--- src/rtl/writeback_regfile_pkg.sv ---
// Shared constants for the write-back stage and register file.
// Also imported by the EX-stage forwarding logic.
package writeback_regfile_pkg;

    localparam int DATA_W_DEF = 32;
    localparam int ADDR_W_DEF = 5;
    localparam int CNT_W_DEF  = 32;
    localparam int NUM_REGS   = 32;

    localparam logic [4:0] ZERO_REG = 5'd0;

endpackage

--- src/rtl/writeback_regfile_if.sv ---
// MEM/WB + decode read-port bundle seen by the write-back register file.
// The master side is the pipeline; the slave side is the register file.
interface writeback_regfile_if
    import writeback_regfile_pkg::*;
#(
    parameter int DATA_W = DATA_W_DEF,
    parameter int ADDR_W = ADDR_W_DEF,
    parameter int CNT_W  = CNT_W_DEF
);

    logic [DATA_W-1:0] MemReadDataOut;
    logic [DATA_W-1:0] ALUResultOut;
    logic [ADDR_W-1:0] RegRdOut;
    logic              RegWriteOut;
    logic              MemToRegOut;
    logic [ADDR_W-1:0] ReadReg1;
    logic [ADDR_W-1:0] ReadReg2;
    logic [DATA_W-1:0] ReadData1;
    logic [DATA_W-1:0] ReadData2;
    logic [DATA_W-1:0] WriteData;
    logic [CNT_W-1:0]  WriteCount;

    modport master (
        output MemReadDataOut,
        output ALUResultOut,
        output RegRdOut,
        output RegWriteOut,
        output MemToRegOut,
        output ReadReg1,
        output ReadReg2,
        input  ReadData1,
        input  ReadData2,
        input  WriteData,
        input  WriteCount
    );

    modport slave (
        input  MemReadDataOut,
        input  ALUResultOut,
        input  RegRdOut,
        input  RegWriteOut,
        input  MemToRegOut,
        input  ReadReg1,
        input  ReadReg2,
        output ReadData1,
        output ReadData2,
        output WriteData,
        output WriteCount
    );

endinterface

--- src/rtl/writeback_regfile_mux.sv ---
// 2:1 write-back select; shared with the EX-stage forwarding unit.
module writeback_mux #(
    parameter int W = 32
) (
    input  logic         sel,
    input  logic [W-1:0] a0,
    input  logic [W-1:0] a1,
    output logic [W-1:0] y
);

    assign y = sel ? a1 : a0;

endmodule

--- src/rtl/writeback_regfile.sv ---
// Write-back stage and architectural register file with write-first
// bypass onto the decode read ports and a retired-write counter.
module writeback_regfile
    import writeback_regfile_pkg::*;
#(
    parameter int DATA_W = DATA_W_DEF,
    parameter int ADDR_W = ADDR_W_DEF,
    parameter int CNT_W  = CNT_W_DEF
) (
    input  logic                 Clk,
    input  logic                 Reset,
    writeback_regfile_if.slave   wb
);

    localparam int NREGS = 1 << ADDR_W;
    localparam logic [ADDR_W-1:0] ZERO = ADDR_W'(ZERO_REG);

    logic [DATA_W-1:0] regs_q [NREGS];
    logic [DATA_W-1:0] regs_d [NREGS];
    logic [CNT_W-1:0]  cnt_q;
    logic [CNT_W-1:0]  cnt_d;
    logic [DATA_W-1:0] wdata;
    logic [DATA_W-1:0] rd1;
    logic [DATA_W-1:0] rd2;
    logic              commit;

    writeback_mux #(.W(DATA_W)) u_mux (
        .sel (wb.MemToRegOut),
        .a0  (wb.ALUResultOut),
        .a1  (wb.MemReadDataOut),
        .y   (wdata)
    );

    // Enable gates the address compare so an X index cannot leak in.
    assign commit = wb.RegWriteOut && (wb.RegRdOut != ZERO);

    always_comb begin
        regs_d = regs_q;
        cnt_d  = cnt_q;
        if (commit) begin
            regs_d[wb.RegRdOut] = wdata;
            cnt_d = cnt_q + CNT_W'(1);
        end
    end

    always_ff @(posedge Clk or negedge Reset) begin
        if (!Reset) begin
            for (int i = 0; i < NREGS; i++) begin
                regs_q[i] <= '0;
            end
            cnt_q <= '0;
        end else begin
            regs_q <= regs_d;
            cnt_q  <= cnt_d;
        end
    end

    always_comb begin
        rd1 = regs_q[wb.ReadReg1];
        if (commit && (wb.ReadReg1 == wb.RegRdOut)) begin
            rd1 = wdata;
        end
        if (!Reset || (wb.ReadReg1 == ZERO)) begin
            rd1 = '0;
        end
    end

    always_comb begin
        rd2 = regs_q[wb.ReadReg2];
        if (commit && (wb.ReadReg2 == wb.RegRdOut)) begin
            rd2 = wdata;
        end
        if (!Reset || (wb.ReadReg2 == ZERO)) begin
            rd2 = '0;
        end
    end

    assign wb.ReadData1  = rd1;
    assign wb.ReadData2  = rd2;
    assign wb.WriteData  = wdata;
    assign wb.WriteCount = cnt_q;

endmodule

--- src/flat_wrapper.sv ---
// flat-port wrapper written by rule: the top's interface ports become plain ports
module writeback_regfile_flat import writeback_regfile_pkg::*;
#(
    parameter int DATA_W = DATA_W_DEF,
    parameter int ADDR_W = ADDR_W_DEF,
    parameter int CNT_W  = CNT_W_DEF
)
  (Clk, Reset, wb_MemReadDataOut, wb_ALUResultOut, wb_RegRdOut, wb_RegWriteOut, wb_MemToRegOut, wb_ReadReg1, wb_ReadReg2, wb_ReadData1, wb_ReadData2, wb_WriteData, wb_WriteCount);
  writeback_regfile_if #(.DATA_W(DATA_W), .ADDR_W(ADDR_W), .CNT_W(CNT_W)) wb_i ();
  input  logic Clk;
  input  logic Reset;
  input wire logic [$bits(wb_i.MemReadDataOut)-1:0] wb_MemReadDataOut;
  input wire logic [$bits(wb_i.ALUResultOut)-1:0] wb_ALUResultOut;
  input wire logic [$bits(wb_i.RegRdOut)-1:0] wb_RegRdOut;
  input wire logic [$bits(wb_i.RegWriteOut)-1:0] wb_RegWriteOut;
  input wire logic [$bits(wb_i.MemToRegOut)-1:0] wb_MemToRegOut;
  input wire logic [$bits(wb_i.ReadReg1)-1:0] wb_ReadReg1;
  input wire logic [$bits(wb_i.ReadReg2)-1:0] wb_ReadReg2;
  output wire logic [$bits(wb_i.ReadData1)-1:0] wb_ReadData1;
  output wire logic [$bits(wb_i.ReadData2)-1:0] wb_ReadData2;
  output wire logic [$bits(wb_i.WriteData)-1:0] wb_WriteData;
  output wire logic [$bits(wb_i.WriteCount)-1:0] wb_WriteCount;
  assign wb_i.MemReadDataOut = wb_MemReadDataOut;
  assign wb_i.ALUResultOut = wb_ALUResultOut;
  assign wb_i.RegRdOut = wb_RegRdOut;
  assign wb_i.RegWriteOut = wb_RegWriteOut;
  assign wb_i.MemToRegOut = wb_MemToRegOut;
  assign wb_i.ReadReg1 = wb_ReadReg1;
  assign wb_i.ReadReg2 = wb_ReadReg2;
  assign wb_ReadData1 = wb_i.ReadData1;
  assign wb_ReadData2 = wb_i.ReadData2;
  assign wb_WriteData = wb_i.WriteData;
  assign wb_WriteCount = wb_i.WriteCount;
  writeback_regfile #(.DATA_W(DATA_W), .ADDR_W(ADDR_W), .CNT_W(CNT_W)) u_core (.Clk(Clk), .Reset(Reset), .wb(wb_i));
endmodule
--- config.mk ---
export PLATFORM = sky130hd
export DESIGN_NAME = writeback_regfile_flat
export DESIGN_NICKNAME = d
export VERILOG_FILES = /design/src/rtl/writeback_regfile_pkg.sv /design/src/rtl/writeback_regfile_if.sv /design/src/rtl/writeback_regfile_mux.sv /design/src/rtl/writeback_regfile.sv /design/src/flat_wrapper.sv
export SDC_FILE = /design/constraint.sdc
export NUM_CORES = 2
export LEC_CHECK = 0
export CAP_MARGIN = 20
export CORE_ASPECT_RATIO = 2
export CORE_UTILIZATION = 56
export DETAILED_ROUTE_END_ITERATION = 8
export GPL_TIMING_DRIVEN = 0
export PLACE_DENSITY_LB_ADDON = 0.05
export SLEW_MARGIN = 20
export SYNTH_ARGS = -nofsm -noshare
export SYNTH_HDL_FRONTEND = slang
export SYNTH_SLANG_ARGS = --single-unit
--- constraint.sdc ---
create_clock -name Clk -period 3.1 [get_ports Clk]
set_input_delay 0.62 -clock Clk [delete_from_list [all_inputs] [get_ports Clk]]
set_output_delay 0.62 -clock Clk [all_outputs]
set_load 0.01 [all_outputs]
==> flow_metrics.py <==
metrics = {
    "critical_path": {
        "cp_num_buf_inv": 6,
        "critPathKind": "in2out",
        "critPathLaunchType": "input port",
        "cp_slowest_stage_delay_ns": 0.36,
        "critPathSlowestCell": "a211o_4",
        "crit_arrival_ns": 2.78,
        "critPathCaptureType": "primary output",
        "crit_top_cell": "buf_16",
        "crit_chain": "buf_16 > buf_16 > buf_6 > buf_16 > buf_12 > mux4_2 > a22oi_2 > a21oi_1 > a211o_4 > buf_2",
        "required_ns": 2.48,
        "path_max_fanout": 10,
        "path_delay_family": "buffers and inverters",
    },
    "route": {
        "via_per_inst": 6.927,
        "drtIter0Drc": 6065,
        "drcViolationCount": 0,
        "final_antenna_net_count": 0,
        "routed_wirelength_um": 240200,
        "vias": 48090,
        "post_drt_wl_per_cell_um": 34.60,
        "drtPass1Iterations": 8,
    },
    "min_path": {
        "hold_path_class": "in2async",
    },
    "pwr": {
        "p_int_mw": 29.52,
        "swShare_pct": 32.10,
        "p_seq_share_pct": 43.6,
        "switchingPower_mw": 13.96,
        "p_leak_nw": 30.17,
        "p_clk_share_pct": 30.3,
        "p_total_mw": 43.48,
        "peakVddDrop_mv": 0.5539,
        "comb_power_share_pct": 26.1,
        "powerDensity_nw_per_um2": 629.0,
    },
    "layout": {
        "fillers": 7038,
        "layout_common_cells": "dfrtp_1 (1,056), nand2_1 (685), o21ai_0 (612), nor2_1 (451), mux4_2 (417)",
        "area_growth_pct": 27.32,
        "layout_commonest_cell": "dfrtp_1",
        "fin_nets": 5717,
        "layout-drive-gt1-share_pct": 26.08,
    },
    "timing": {
        "setup_ws_ns": -0.3027,
        "rsz0062_at_grt": "yes",
        "period_needed_ns": 3.403,
        "setup_viol": 52,
        "finClkSkew_ns": 0.02447,
        "relSlewSlack_pct": 17.99,
        "finalMaxSlewViolations": 0,
        "fin_crit_sh_pct": 109.8,
        "final_hold_viol_count": 1,
        "worst_pin_slew_ns": 1.226,
        "hold_ws_ns": -0.002806,
        "max_freq_mhz": 293.9,
    },
    "cts": {
        "cts_buffers": 97,
        "clock-sinks": 1056,
        "cts-root-buf": "clkbuf_16",
        "ctsLongestPathBuffers": 3,
        "clock_latency_ns": 0.75,
        "cts_tree": "yes",
        "clkSlewWorstSetupHoldPaths_ns": 0.07,
        "h-tree-depth": 3,
    },
    "synth": {
        "ys_seq_elements": 1056,
        "synth_edf_count": 0,
        "synth_top_area_share_pct": 48.68,
        "ys.flop_type": "dfrtp_1",
        "yosys_warnings": 0,
        "yosys-top-cells-area": "dfrtp_1 (49%), mux4_2 (17%), o21ai_0 (6.4%)",
        "yosysTopAreaCell": "dfrtp_1",
        "synthCells": 5050,
        "yosysUniqueCellTypes": 43,
        "synth-async-reset-ratio_pct": 100.0,
        "syn_area_um2": 54290,
        "syn_nets": 5134,
        "seq_area_frac_synth_pct": 48.68,
        "syn_area_per_cell_um2": 10.75,
    },
    "grt": {
        "grt_pass1_wl_um": 338200,
        "grt_overflow": 0,
        "grtUsageTotal_pct": 49.09,
        "grt_start_max_net_pins": 150,
        "antenna_found_initial": 9,
        "grt_pass1_vias": 48180,
    },
    "floorplan": {
        "die_y_um": 442.3,
        "rows": 161,
        "dieArea_um2": 98270,
        "coreArea_um2": 96090,
        "start_util_pct": 56.50,
        "num_io_pins": 211,
        "die_x_um": 222.2,
    },
    "flow_run": {
        "cap_violations": 0,
    },
    "place": {
        "io_buffers": 202,
        "gp_congestion": 1.023,
        "hpwl_um": 169300,
    },
    "outcome": {
        "status": "finished, violations left",
        "failed_checks": "hold timing, setup timing",
    },
}
worst paths after layout:
kind	from	to	slack (ns)	cells after the start
max	wb_ReadReg2[1]	wb_ReadData2[20]	-0.30	10
max in group asynchronous	Reset	u_core.regs_q[176]	1.78	3
min reg2reg	u_core.wb.WriteCount[31]	u_core.wb.WriteCount[31]	0.47	1
max reg2reg	u_core.wb.WriteCount[11]	u_core.wb.WriteCount[25]	0.58	6
min	Reset	u_core.regs_q[774]	-0.003	2
min in group Clk	u_core.wb.WriteCount[31]	u_core.wb.WriteCount[31]	0.47	1
power by group through the flow:
stage / combinational (mW) / sequential, mW / clock [mW]
floorplan: 6.17 / 18.3 / 0
global route: 12.0 / 19.2 / 13.6
detailed placement: 9.10 / 19.0 / 0
global placement: 8.73 / 18.9 / 0
CTS: 10.6 / 18.8 / 13.1
finish: 11.3 / 18.9 / 13.2
cells by family after synthesis:
| group | after synthesis | synth area share [%] |
|---|---|---|
| compound gates | 1409 | 14.37 |
| xor+xnor | 41 | 0.6615 |
| fa+ha+maj | 1 | 0.02304 |
| buf+inv | 567 | 4.305 |
| flops | 1056 | 48.68 |
| mux | 705 | 22.63 |
| simple gates | 1271 | 9.339 |
through the flow:
stage / instances / setup WS (ns) / utilization [%] / area, um2 / TNS, ns
finish: 6943 / -0.3027 / 71.93 / 69120 / -7.729
global route: 6938 / -0.2776 / 71.92 / 69100 / -7.306
CTS: 6870 / -0.2336 / 70.55 / 67790 / -5.181
detailed placement: 6482 / -2.873 / 60.44 / 58070 / -598.01
global placement: 6474 / -46.38 / 60.19 / 57840 / -
floorplan: 5050 / 0.05740 / - / 54290 / 0
flip-flops by register name, indices dropped and copies added (netlist names):
register	count
u_core.regs_q	1024
u_core.wb.WriteCount	32
cells in the mapped netlist, types with 10 or more instances:
cell	number
nand2_1	694
inv_1	33
o22ai_1	10
mux4_2	417
buf_2	89
buf_1	22
clkbuf_1	402
mux2i_1	280
xnor2_1	25
nor2_1	457
a22oi_1	216
nor2b_1	13
nand3_1	54
dfrtp_1	1056
xor2_1	16
o21ai_0	690
buf_4	14
a21oi_1	435
a211o_1	32
repair_timing:
action,4_1_cts,5_1_grt
pin swaps,141,103
gates resized for setup,1375,172
setup buffers,170,69
gates cloned,37,7
hold buffers,6,0
hold endpoints to repair,152,0
endpoints found under the setup margin,100,84
per-layer routing:
layer  wire length (um)  share of wire (%)  vias up  track usage (%)
met5                 25              0.010        -                0
met1              76900                 32    24100            55.24
met3              23830                9.9     1197            12.28
met2             111900                 47     3380            76.12
met4              27580                 11        4            46.64
li1                   -                  -    19410                -
final cells by class:
| type | instances | area (um2) | area share (%) |
|---|---|---|---|
| clock buffer | 138 | 2803 | 4.055 |
| buffer | 525 | 4624 | 6.691 |
| antenna | 7 | 17.52 | 0.02534 |
| multi-input combinational | 3427 | 27260 | 39.44 |
| clock inverter | 42 | 579.3 | 0.8382 |
| timing repair buffer | 492 | 5744 | 8.311 |
| sequential | 1056 | 26430 | 38.23 |
| inverter | 34 | 132.6 | 0.1919 |
| tap | 1222 | 1529 | 2.212 |
Power figures use the tool's default switching activity.
